==> src/rtl/bc_fir_pkg.sv <==
// rtl/bc_fir_pkg.sv - shared widths, FSM state type and coefficient table for the folded FIR
package bc_fir_pkg;

  localparam int N_DEF      = 12;
  localparam int TAPS_DEF   = 39;
  localparam int HALF_DEF   = (TAPS_DEF + 1) / 2;
  localparam int DATA_W_DEF = N_DEF + 1;
  localparam int PAIR_W_DEF = N_DEF + 2;
  localparam int PROD_W_DEF = 2 * N_DEF + 2;
  localparam int ACC_W_DEF  = 2 * N_DEF + 8;

  // Left half plus centre tap; the right half is the mirror image.
  localparam int B_HALF [0:HALF_DEF-1] = '{
    0, 0, 2, 0, 5, 0, 11, 0, 23, 0,
    43, 0, 76, 0, 133, 0, 258, 0, 835, 1324
  };

  typedef enum logic [1:0] {
    S_IDLE = 2'd0,
    S_MAC  = 2'd1,
    S_HOLD = 2'd2
  } fir_state_e;

  function automatic int fir_coef(input int i);
    if (i >= 0 && i < HALF_DEF) begin
      return B_HALF[i];
    end
    if (i >= HALF_DEF && i < TAPS_DEF) begin
      return B_HALF[TAPS_DEF-1-i];
    end
    return 0;
  endfunction

endpackage

==> src/rtl/bc_fir_seq_ctrl_if.sv <==
// rtl/bc_fir_seq_ctrl_if.sv - sample-in / result-out handshake bundle for the FIR sequencer
interface bc_fir_seq_ctrl_if
  import bc_fir_pkg::*;
#(
  parameter int N = N_DEF
);

  logic         in_valid;
  logic         in_ready;
  logic [N:0]   in_data;
  logic         out_valid;
  logic         out_ready;
  logic [N:0]   out_data;

  modport slave (
    input  in_valid, in_data, out_ready,
    output in_ready, out_valid, out_data
  );

  modport master (
    output in_valid, in_data, out_ready,
    input  in_ready, out_valid, out_data
  );

endinterface

==> src/rtl/bc_fir_tap_buf.sv <==
// rtl/bc_fir_tap_buf.sv - circular sample store with one write port and two folded read ports
module bc_fir_tap_buf #(
  parameter int N    = 12,
  parameter int TAPS = 39,
  parameter int AW   = $clog2(TAPS)
) (
  input  logic          clock,
  input  logic          reset,
  input  logic          we_i,
  input  logic [AW-1:0] wp_i,
  input  logic [N:0]    wdata_i,
  input  logic [AW-1:0] idx_i,
  output logic [N:0]    rd_a_o,
  output logic [N:0]    rd_b_o
);

  logic [N:0]    mem_q [0:TAPS-1];
  logic [AW:0]   sum_a;
  logic [AW:0]   sum_b;
  logic [AW-1:0] addr_a;
  logic [AW-1:0] addr_b;

  // Port a reads x[idx] at (wp-1-idx), port b reads x[TAPS-1-idx] at (wp+idx), both mod TAPS.
  always_comb begin
    sum_a  = {1'b0, wp_i} + (AW+1)'(TAPS - 1) - {1'b0, idx_i};
    sum_b  = {1'b0, wp_i} + {1'b0, idx_i};
    addr_a = (sum_a >= (AW+1)'(TAPS)) ? AW'(sum_a - (AW+1)'(TAPS)) : sum_a[AW-1:0];
    addr_b = (sum_b >= (AW+1)'(TAPS)) ? AW'(sum_b - (AW+1)'(TAPS)) : sum_b[AW-1:0];
    rd_a_o = mem_q[addr_a];
    rd_b_o = mem_q[addr_b];
  end

  always_ff @(posedge clock or posedge reset) begin
    if (reset) begin
      for (int i = 0; i < TAPS; i++) begin
        mem_q[i] <= '0;
      end
    end else if (we_i) begin
      mem_q[wp_i] <= wdata_i;
    end
  end

endmodule

==> src/rtl/bc_fir_seq_ctrl.sv <==
// rtl/bc_fir_seq_ctrl.sv - sequential symmetric FIR: one sample in, (TAPS+1)/2 folded MAC cycles, one result out
module bc_fir_seq_ctrl
  import bc_fir_pkg::*;
#(
  parameter int N    = N_DEF,
  parameter int TAPS = TAPS_DEF
) (
  input  logic                clock,
  input  logic                reset,
  bc_fir_seq_ctrl_if.slave    bus,
  output logic                busy
);

  localparam int AW     = $clog2(TAPS);
  localparam int PAIR_W = N + 2;
  localparam int PROD_W = 2 * N + 2;
  localparam int ACC_W  = 2 * N + 8;
  localparam int CENTER = (TAPS - 1) / 2;

  fir_state_e        state_q;
  logic [AW-1:0]     wp_q;
  logic [AW-1:0]     wp_d;
  logic [AW-1:0]     idx_q;
  logic [ACC_W-1:0]  acc_q;
  logic [ACC_W-1:0]  acc_d;
  logic              in_ready_q;
  logic              out_valid_q;
  logic [N:0]        out_data_q;

  logic [N:0]        x_a;
  logic [N:0]        x_b;
  logic [PAIR_W-1:0] pair;
  logic [N-1:0]      coef;
  logic [PROD_W-1:0] prod;
  logic              accept;
  logic              at_centre;

  assign accept    = (state_q == S_IDLE) && in_ready_q && bus.in_valid;
  assign at_centre = (idx_q == AW'(CENTER));
  assign wp_d      = (wp_q == AW'(TAPS - 1)) ? '0 : wp_q + AW'(1);

  // The centre tap has no partner, so only x[idx] contributes there.
  always_comb begin
    pair  = {1'b0, x_a} + (at_centre ? {PAIR_W{1'b0}} : {1'b0, x_b});
    coef  = N'(fir_coef(int'(idx_q)));
    prod  = {{(N+2){1'b0}}, coef} * {{N{1'b0}}, pair};
    acc_d = acc_q + {{(ACC_W-PROD_W){1'b0}}, prod};
  end

  bc_fir_tap_buf #(
    .N    (N),
    .TAPS (TAPS),
    .AW   (AW)
  ) u_tap_buf (
    .clock   (clock),
    .reset   (reset),
    .we_i    (accept),
    .wp_i    (wp_q),
    .wdata_i (bus.in_data),
    .idx_i   (idx_q),
    .rd_a_o  (x_a),
    .rd_b_o  (x_b)
  );

  always_ff @(posedge clock or posedge reset) begin
    if (reset) begin
      state_q     <= S_IDLE;
      wp_q        <= '0;
      idx_q       <= '0;
      acc_q       <= '0;
      in_ready_q  <= 1'b0;
      out_valid_q <= 1'b0;
      out_data_q  <= '0;
    end else begin
      case (state_q)
        S_IDLE: begin
          if (accept) begin
            wp_q       <= wp_d;
            idx_q      <= '0;
            acc_q      <= '0;
            in_ready_q <= 1'b0;
            state_q    <= S_MAC;
          end else begin
            in_ready_q <= 1'b1;
          end
        end
        S_MAC: begin
          acc_q <= acc_d;
          if (at_centre) begin
            state_q <= S_HOLD;
          end else begin
            idx_q <= idx_q + AW'(1);
          end
        end
        S_HOLD: begin
          // First HOLD cycle registers the result; it then stays put until taken.
          if (!out_valid_q) begin
            out_valid_q <= 1'b1;
            out_data_q  <= acc_q[N:0];
          end else if (bus.out_ready) begin
            out_valid_q <= 1'b0;
            in_ready_q  <= 1'b1;
            state_q     <= S_IDLE;
          end
        end
        default: begin
          state_q <= S_IDLE;
        end
      endcase
    end
  end

  assign bus.in_ready  = in_ready_q;
  assign bus.out_valid = out_valid_q;
  assign bus.out_data  = out_data_q;
  assign busy          = (state_q != S_IDLE);

endmodule

==> src/flat_wrapper.sv <==
// flat-port wrapper written by rule: the top's interface ports become plain ports
module bc_fir_seq_ctrl_flat import bc_fir_pkg::*;
#(
  parameter int N    = N_DEF,
  parameter int TAPS = TAPS_DEF
)
  (clock, reset, busy, bus_in_valid, bus_in_data, bus_out_ready, bus_in_ready, bus_out_valid, bus_out_data);
  bc_fir_seq_ctrl_if #(.N(N)) bus_i ();
  input  logic clock;
  input  logic reset;
  output logic busy;
  input wire logic [$bits(bus_i.in_valid)-1:0] bus_in_valid;
  input wire logic [$bits(bus_i.in_data)-1:0] bus_in_data;
  input wire logic [$bits(bus_i.out_ready)-1:0] bus_out_ready;
  output wire logic [$bits(bus_i.in_ready)-1:0] bus_in_ready;
  output wire logic [$bits(bus_i.out_valid)-1:0] bus_out_valid;
  output wire logic [$bits(bus_i.out_data)-1:0] bus_out_data;
  assign bus_i.in_valid = bus_in_valid;
  assign bus_i.in_data = bus_in_data;
  assign bus_i.out_ready = bus_out_ready;
  assign bus_in_ready = bus_i.in_ready;
  assign bus_out_valid = bus_i.out_valid;
  assign bus_out_data = bus_i.out_data;
  bc_fir_seq_ctrl #(.N(N), .TAPS(TAPS)) u_core (.clock(clock), .reset(reset), .bus(bus_i), .busy(busy));
endmodule
==> config.mk <==
export PLATFORM = sky130hd
export DESIGN_NAME = bc_fir_seq_ctrl_flat
export DESIGN_NICKNAME = d
export VERILOG_FILES = /design/src/rtl/bc_fir_pkg.sv /design/src/rtl/bc_fir_seq_ctrl_if.sv /design/src/rtl/bc_fir_tap_buf.sv /design/src/rtl/bc_fir_seq_ctrl.sv /design/src/flat_wrapper.sv
export SDC_FILE = /design/constraint.sdc
export NUM_CORES = 2
export LEC_CHECK = 0
export CORE_MARGIN = 4
export CORE_UTILIZATION = 35
export DETAILED_ROUTE_END_ITERATION = 6
export HOLD_SLACK_MARGIN = 0.1
export PLACE_DENSITY_LB_ADDON = 0.15
export SETUP_SLACK_MARGIN = 0.15
export SYNTH_ARGS = -nofsm -noshare
export SYNTH_HDL_FRONTEND = slang
export SYNTH_SLANG_ARGS = --single-unit
==> constraint.sdc <==
create_clock -name clock -period 51 [get_ports clock]
set_clock_uncertainty 0.05 [all_clocks]
set_input_delay 10.2 -clock clock [delete_from_list [all_inputs] [get_ports clock]]
set_output_delay 10.2 -clock clock [all_outputs]
set_load 0.02 [all_outputs]
Word-level counts from Yosys, hierarchy flattened
Memory sizes are Yosys's and may differ from the RTL's.
Cells that the tools add are included.
{"block": "classes", "reduce_logical": 14, "mul": 1, "n_mux": 40, "n_addsub": 10, "n_bitwise": 6, "magnitude_cmp": 11, "n_eq_ne": 9}
{"cell": "507-bit bitwise mux", "n": 1}
{"cell": "13-bit binary-select mux with 6-bit select", "n": 2}
{"cell": "12-bit 2-to-1 mux", "n": 8}
{"cell": "13-bit demux with 6-bit select", "n": 1}
{"cell": "13-bit 2-to-1 mux", "n": 6}
{"cell": "32-bit by 6-bit >= comparator with 1-bit output, second input constant", "n": 2}
{"cell": "32-bit case mux with 2 select lines", "n": 1}
{"cell": "32-bit by 26-bit adder with 32-bit output", "n": 1}
{"cell": "32-bit 2-to-1 mux", "n": 1}
{"cell": "32-bit NOT", "n": 1}
{"cell": "6-bit NOT with 32-bit output", "n": 1}
{"cell": "6-bit 2-to-1 mux", "n": 5}
{"cell": "12-bit by 14-bit multiplier with 26-bit output", "n": 1}
{"cell": "7-bit >= comparator, second input constant", "n": 3}
{"cell": "6-bit NOT with 7-bit output", "n": 3}
{"cell": "13-bit by 14-bit adder with 14-bit output", "n": 1}
{"cell": "7-bit by 6-bit >= comparator with 1-bit output, second input constant", "n": 2}
{"cell": "6-bit by 1-bit adder with 6-bit output, second input constant", "n": 2}
{"cell": "6-bit case mux with 2 select lines", "n": 1}
{"cell": "6-bit subtractor, second input constant", "n": 2}
{"cell": "1-bit 2-to-1 mux", "n": 8}
{"cell": "2-bit 2-to-1 mux", "n": 4}
{"cell": "6-bit by 6-bit adder with 7-bit output", "n": 1}
{"cell": "6-bit by 6-bit adder with 7-bit output, second input constant", "n": 1}
{"cell": "21 further kinds", "n": 32}
{"block": "word_totals", "word_cells": 139, "mem_count": 2, "out_inout_bits": 16, "register_bits": 568, "in_bits": 17, "mem_bits_ro": 2048}
{"memory": "(name not given)", "words": 32, "width": 32, "read_ports": 1, "rd_ports_with_merged_regs": 0, "write_ports": 0, "line_no": "bc_fir_pkg.sv:26", "source": "return B_HALF[i];"}
{"memory": "(name not given)", "words": 32, "width": 32, "read_ports": 1, "rd_ports_with_merged_regs": 0, "write_ports": 0, "line_no": "bc_fir_pkg.sv:29", "source": "return B_HALF[TAPS_DEF-1-i];"}

Depth between registers and ports, before layout
{"block": "logic_depth", "ltp_word": 12, "mapped_depth": 52, "mapped_depth_nobuf": 48}

Modules after synthesis
Synthesis repeated with hierarchy kept, for this count alone.
{"block": "unflattened", "cells_unflattened": 3443, "area_unflattened_um2": 35940.7}
{"mod": "bc_fir_tap_buf", "instances": 1, "cells_each": 2738, "seq_area_each_um2": 12687.2, "area_each_um2": 30005.0}
{"mod": "bc_fir_seq_ctrl", "instances": 1, "cells_each": 705, "seq_area_each_um2": 1051.0, "area_each_um2": 5935.7}

Worst setup path after synthesis
OpenSTA, ideal clock, no wires.
{"block": "synth_path", "path_type": "input to register", "startpoint": "input port bus_in_valid", "endpoint": "register u_core.u_tap_buf.mem_q[100] in the netlist's numbering", "required_ps": 50825, "n_path_buf": 2, "arrival_ps": 11869, "stages": 7, "setup_slack_ps": 38956, "path_cell_list": "and3_1 -> clkbuf_1 -> nand2_1 -> nor3_1 -> nand2_1 -> buf_1 -> mux2_2"}
{"block": "synth_between", "elab_chain_len": 1}
{"element": "from (decl)", "line_no": "flat_wrapper.sv:12", "source": "input wire logic [$bits(bus_i.in_valid)-1:0] bus_in_valid;"}
{"element": "1-bit logical AND", "line_no": "bc_fir_seq_ctrl.sv:38", "source": "assign accept = (state_q == S_IDLE) && in_ready_q && bus.in_valid;"}
{"element": "to (signal, indexed assignment)", "line_no": "bc_fir_tap_buf.sv:39", "source": "mem_q[wp_i] <= wdata_i;"}
{"element": "to (decl)", "line_no": "bc_fir_tap_buf.sv:17", "source": "logic [N:0] mem_q [0:TAPS-1];"}
No other way between the ends.
A chain may end at the register's enable or synchronous reset.

Final worst setup path
{"block": "layout_path", "startpoint": "register u_core.idx_q[3]", "endpoint": "register u_core.acc_q[12]"}
{"block": "layout_between", "elab_chain_len": 12}
{"element": "from (decl)", "line_no": "bc_fir_seq_ctrl.sv:23", "source": "logic [AW-1:0] idx_q;"}
{"element": "from (signal assigned)", "line_no": "bc_fir_seq_ctrl.sv:92", "source": "idx_q <= idx_q + AW'(1);"}
{"element": "6-bit by 6-bit adder with 7-bit output", "line_no": "bc_fir_tap_buf.sv:26", "source": "sum_b = {1'b0, wp_i} + {1'b0, idx_i};"}
{"element": "6-bit subtractor / 7-bit by 6-bit >= comparator with 1-bit output (equally long branches)", "line_no": "bc_fir_tap_buf.sv:28", "source": "addr_b = (sum_b >= (AW+1)'(TAPS)) ? AW'(sum_b - (AW+1)'(TAPS)) : sum_b[AW-1:0];"}
{"element": "6-bit 2-to-1 mux", "line_no": "bc_fir_tap_buf.sv:28"}
{"element": "6-bit NOT with 7-bit output (not written as such)", "line_no": "bc_fir_tap_buf.sv:30", "source": "rd_b_o = mem_q[addr_b];"}
{"element": "13-bit binary-select mux with 6-bit select", "line_no": "bc_fir_tap_buf.sv:30"}
{"element": "13-bit 2-to-1 mux (not written as such) (2 in a row)", "line_no": "bc_fir_tap_buf.sv:30"}
{"element": "13-bit 2-to-1 mux", "line_no": "bc_fir_seq_ctrl.sv:44", "source": "pair = {1'b0, x_a} + (at_centre ? {PAIR_W{1'b0}} : {1'b0, x_b});"}
{"element": "13-bit by 14-bit adder with 14-bit output", "line_no": "bc_fir_seq_ctrl.sv:44"}
{"element": "12-bit by 14-bit multiplier with 26-bit output *", "line_no": "bc_fir_seq_ctrl.sv:46", "source": "prod = {{(N+2){1'b0}}, coef} * {{N{1'b0}}, pair};"}
{"element": "32-bit by 26-bit adder with 32-bit output *", "line_no": "bc_fir_seq_ctrl.sv:47", "source": "acc_d = acc_q + {{(ACC_W-PROD_W){1'b0}}, prod};"}
{"element": "32-bit case mux with 2 select lines *", "line_no": "bc_fir_seq_ctrl.sv:75", "source": "case (state_q)"}
{"element": "to (signal assigned)", "line_no": "bc_fir_seq_ctrl.sv:70", "source": "acc_q <= '0;"}
{"element": "to (signal assigned)", "line_no": "bc_fir_seq_ctrl.sv:80", "source": "acc_q <= '0;"}
{"element": "to (signal assigned)", "line_no": "bc_fir_seq_ctrl.sv:88", "source": "acc_q <= acc_d;"}
{"element": "to (decl)", "line_no": "bc_fir_seq_ctrl.sv:24", "source": "logic [ACC_W-1:0] acc_q;"}
Mark *: on every way between the ends. The rest lies on a longest branch, timed or not. The select of a mux whose other input is x is not followed.

==> results.rst <==
.. list-table::
   :header-rows: 1

   * - Metric
     - Value
   * - Worst hold path class
     - flop to flop
   * - Die height
     - 327 microns
   * - Final standard cell utilization of the core
     - 39.3%
   * - Share of final-layout standard cells stronger than drive strength 1
     - 25.0%
   * - Final #Nets
     - 3593
   * - Distinct cells, synth
     - 84
   * - Count of mapped cells out of synthesis
     - 3542
   * - Slew of the pin with the lowest slew margin
     - between 1 and 1.5 ns
   * - Count of fill cells added during filler insertion
     - 10100
   * - TritonCTS clock tree
     - done
   * - Run status
     - completed
   * - Number of synthesized flops with an enable pin
     - 0
   * - Most used routing layer
     - met2
   * - CTS Buf Count
     - 70
   * - Routed wirelength normalized by instance count
     - 25.4 microns
   * - CTS Buffer Depth
     - 3
   * - Horizontal extent of the die
     - 327 microns
   * - Largest net degree at the start of global routing
     - 149
   * - Post-CTS setup buffer count
     - 0
   * - Mux cell area share after synthesis
     - 24.6%
   * - Final hold slack
     - approximately 0.46 ns
   * - Vias
     - about 28000
   * - Adder-cell share of the synthesized area
     - 5.98%
   * - Synth Area in Compound Gates
     - 9.43%
   * - DRC Markers
     - 0
   * - Share of the yosys chip area belonging to registers
     - about two fifths
   * - Max H-tree Level
     - 3
   * - Leading cell types by total area after synthesis
     - sky130_fd_sc_hd__dfrtp_1, sky130_fd_sc_hd__mux2_2, sky130_fd_sc_hd__nand2_1, sky130_fd_sc_hd__mux4_2, sky130_fd_sc_hd__fa_1
   * - Multi-input gate area
     - 20200 sq um
   * - Remaining antenna violation count after routing
     - 0
   * - Routability-driven placement congestion ratio
     - 0.861
   * - Grt met3 use
     - 3.94%
   * - Initial antenna violation count
     - 0
   * - Clock slew seen by the registers of the worst setup and hold paths
     - 0.05 ns
   * - Number of resized instances in the post-cts repair step
     - 0
   * - Basic-gate share of the synthesized area counting and, or, nand and nor cells
     - between 10% and 20%
   * - Final setup viols
     - 0
   * - Minimum period implied by the final worst setup slack
     - 14.17 ns
   * - Via density
     - 5.76
   * - Number of pins with negative max-slew slack in the final report
     - 0
   * - Delay of the slowest critical-path stage
     - roughly 0.90 ns
   * - Data arrival time at the worst-slack endpoint
     - 14.64 ns
   * - CTS root buffer
     - sky130_fd_sc_hd__clkbuf_16
   * - Die Outline Area
     - roughly 110000 sq um
   * - Synth Area per Inst
     - 10.0 sq um
   * - Number of synthesized register bits
     - 549
   * - Final hold vios
     - 0
   * - Count of buffers from port buffering
     - 32
   * - Footprint of the flip-flops and latches
     - 13700 sq um
   * - Router iterations before antenna repair
     - 5
   * - Ports
     - 33
   * - Placeable Area
     - ~100000 sq um
   * - Critical Path Source Type
     - flop
   * - Total routing usage reported by global routing
     - 22.7%
   * - Routed Wire Length
     - around 120000 microns
   * - Relative max-transition margin
     - 12.4%
   * - Post-route fraction of the period consumed by the critical path
     - 27.8%
   * - Sum Neg Setup Slack
     - 0 ns
   * - Biggest area consumer among synthesized cells
     - sky130_fd_sc_hd__dfrtp_1
   * - Number of rows in the core area
     - 116
   * - Cell with the largest stage delay on the worst path
     - sky130_fd_sc_hd__dfrtp_1
   * - Clk_lat worst skew
     - 0.64 ns
   * - Met2 usage
     - 35.4%
   * - Classification of the worst setup path
     - flop to flop
   * - Proportion of netlist area held by the largest area contributor
     - 38.7%
   * - Most used cell along the critical path
     - sky130_fd_sc_hd__xnor2_1
   * - Syn_nets
     - 3693
   * - Dominant combinational cell family by area after synthesis
     - multiplexers
   * - Total congestion overflow after global routing
     - 0
   * - GR Util met1
     - 32.3%
   * - Post-synth ARST share
     - 100%
   * - Xor-xnor portion of the synthesized cell area
     - around 1.8%
   * - Initial Util
     - 35.4%
   * - RSZ-0062 raised after global routing
     - false
   * - Warning count from the yosys run
     - 0
   * - Total of max-cap violations
     - 0
   * - Clk sinks
     - 549
   * - Diode insertion count for antenna repair
     - 0
   * - Most used flip-flop cell after synthesis
     - sky130_fd_sc_hd__dfrtp_1
   * - Category of the worst setup path capture point
     - flop
   * - Iteration-0 DRC count of the detailed router
     - 2585
   * - Syn-to-layout area delta
     - 11.0%
   * - Maximum frequency from static timing analysis
     - 0.0706 GHz
   * - Number of buffers added to fix hold violations after cts
     - 0
   * - Cell area after technology mapping
     - ~36000 sq um
   * - Vias in the first global route
     - 27200
   * - Setup slack of the most critical reg-to-reg path
     - 36.83 ns
   * - Maximum fanout encountered on the critical timing path
     - 48
   * - Critical path required time
     - a little over 50 ns
   * - Global-route wire length before repair
     - 185000 microns
   * - Post-detailed-placement half-perimeter wirelength
     - 78200 microns
[metal layers]
metal	up-vias	share of wire, %	wire (microns)
li1	12300	-	-
met1	14400	45	55900
met2	1004	45	55600
met3	188	6.3	7790
met4	0	3.3	4020
met5	-	0	0
[cell usage in the layout, fill, tap and decap left out, types with 7 or more instances in the layout]
cell                                n
sky130_fd_sc_hd__mux4_2           110
sky130_fd_sc_hd__a21o_1            12
sky130_fd_sc_hd__a21oi_1          125
sky130_fd_sc_hd__a311oi_1          94
sky130_fd_sc_hd__mux2_2           528
sky130_fd_sc_hd__or3_1              9
sky130_fd_sc_hd__inv_1            137
sky130_fd_sc_hd__and2_1            14
sky130_fd_sc_hd__clkdlybuf4s50_1   31
sky130_fd_sc_hd__mux2i_1           28
sky130_fd_sc_hd__dfrtp_1          549
sky130_fd_sc_hd__clkbuf_8          18
sky130_fd_sc_hd__nand3_1          131
sky130_fd_sc_hd__nor2b_1           15
sky130_fd_sc_hd__o211ai_1           7
sky130_fd_sc_hd__o21ai_0           75
sky130_fd_sc_hd__clkbuf_1          16
sky130_fd_sc_hd__xnor2_1           43
sky130_fd_sc_hd__a31oi_1           56
sky130_fd_sc_hd__clkinv_2          10
sky130_fd_sc_hd__o31ai_1           11
sky130_fd_sc_hd__nand2_1          709
sky130_fd_sc_hd__or2_2              8
sky130_fd_sc_hd__clkbuf_16         71
sky130_fd_sc_hd__fa_1              60
sky130_fd_sc_hd__xor2_1            18
sky130_fd_sc_hd__a211oi_1          32
sky130_fd_sc_hd__o22ai_1           18
sky130_fd_sc_hd__and3_1           101
sky130_fd_sc_hd__nand4_1           12
sky130_fd_sc_hd__buf_4             77
sky130_fd_sc_hd__nand2b_1          16
sky130_fd_sc_hd__ha_1              74
sky130_fd_sc_hd__nor2_1           140
sky130_fd_sc_hd__nor3_1            19
[cells by family (layout without fill, tap and decap cells)]
| group | count (synthesis) | in the layout |
|---|---|---|
| adders and majority gates | 134 | 134 |
| buffers and inverters | 427 | 378 |
| DFF | 549 | 549 |
| AOI/OAI and AO/OA | 497 | 497 |
| muxes | 668 | 668 |
| and+or+nand+nor | 1199 | 1199 |
| xor gates and xnor gates | 68 | 68 |
[critical path, delay by kind of cell (launching register included)]
family | cells | cell delay (ns)
AO/OA/AOI/OAI | 10 | 2.55
flip-flops | 1 | 0.90
multiplexers | 2 | 0.84
adder cells (fa/ha/maj) | 9 | 4.07
AND/OR/NAND/NOR | 7 | 1.27
buffers and inverters | 3 | 1.91
XOR/XNOR | 13 | 2.40
[state kept, by name (all words and copies together) (netlist names)]
signal and count:
u_core.acc_q 13, u_core.bus.in_ready 1, u_core.bus.out_data 13, u_core.bus.out_valid 1, u_core.idx_q 6, u_core.state_q 2
u_core.u_tap_buf.mem_q 507, u_core.wp_q 6
[Yosys cell counts, types with 5 or more instances]
cell and count:
sky130_fd_sc_hd__o32ai_1 5, sky130_fd_sc_hd__a211oi_1 32, sky130_fd_sc_hd__a21o_1 13, sky130_fd_sc_hd__a211o_1 6, sky130_fd_sc_hd__o31ai_1 11, sky130_fd_sc_hd__inv_1 138, sky130_fd_sc_hd__and2_1 15, sky130_fd_sc_hd__nor3_1 20
sky130_fd_sc_hd__clkbuf_1 183, sky130_fd_sc_hd__mux2i_1 28, sky130_fd_sc_hd__or2_2 8, sky130_fd_sc_hd__fa_1 60, sky130_fd_sc_hd__a21oi_1 125, sky130_fd_sc_hd__nor4_1 6, sky130_fd_sc_hd__nand3_1 131, sky130_fd_sc_hd__xnor2_1 45
sky130_fd_sc_hd__nand4_1 12, sky130_fd_sc_hd__or3_1 9, sky130_fd_sc_hd__o22ai_1 18, sky130_fd_sc_hd__o21ai_0 75, sky130_fd_sc_hd__and3_1 101, sky130_fd_sc_hd__a31oi_1 58, sky130_fd_sc_hd__buf_2 54, sky130_fd_sc_hd__mux2_2 528
sky130_fd_sc_hd__nor2_1 140, sky130_fd_sc_hd__buf_4 11, sky130_fd_sc_hd__nand2b_1 16, sky130_fd_sc_hd__xor2_1 18, sky130_fd_sc_hd__nand2_1 710, sky130_fd_sc_hd__nor2b_1 15, sky130_fd_sc_hd__mux4_2 110, sky130_fd_sc_hd__a311oi_1 94
sky130_fd_sc_hd__buf_1 36, sky130_fd_sc_hd__o211ai_1 7, sky130_fd_sc_hd__dfrtp_1 549, sky130_fd_sc_hd__ha_1 74
[path summary, 6_finish.rpt]
kind	startpoint	end	cells past startpoint
worst max-delay path	u_core.idx_q[3]	u_core.acc_q[12]	44
worst min-delay path	u_core.bus.out_data[4]	u_core.bus.out_data[4]	1
worst max register to register	u_core.idx_q[3]	u_core.acc_q[12]	44
worst min register to register	u_core.bus.out_data[4]	u_core.bus.out_data[4]	1
max in group asynchronous	reset	u_core.u_tap_buf.mem_q[349]	4
min in group asynchronous	reset	u_core.u_tap_buf.mem_q[267]	2
[final cells by class]
class                           count  area share (%)
Timing Repair Buffer              114            2.52
Clock inverter                     18           0.492
Sequential cell                   549            34.8
Multi-Input combinational cell   2566            51.2
Clock buffer                      105            5.28
Tap cell                         1357            4.30
Inverter                          141            1.36
[per-stage QoR]
step                      worst slack, ns  instance area [sq um]  std cells
after floorplan                     25.40                  35500       3542
after global placement              37.06                  37200       4727
final                               36.83                  39400       4850
after detailed placement            36.95                  37200       4727
after global routing                35.87                  39400       4850
after CTS                           36.90                  39400       4850
Power is not shown: default switching activity piles up to over one toggle a cycle in this logic, so the estimate is an artifact.
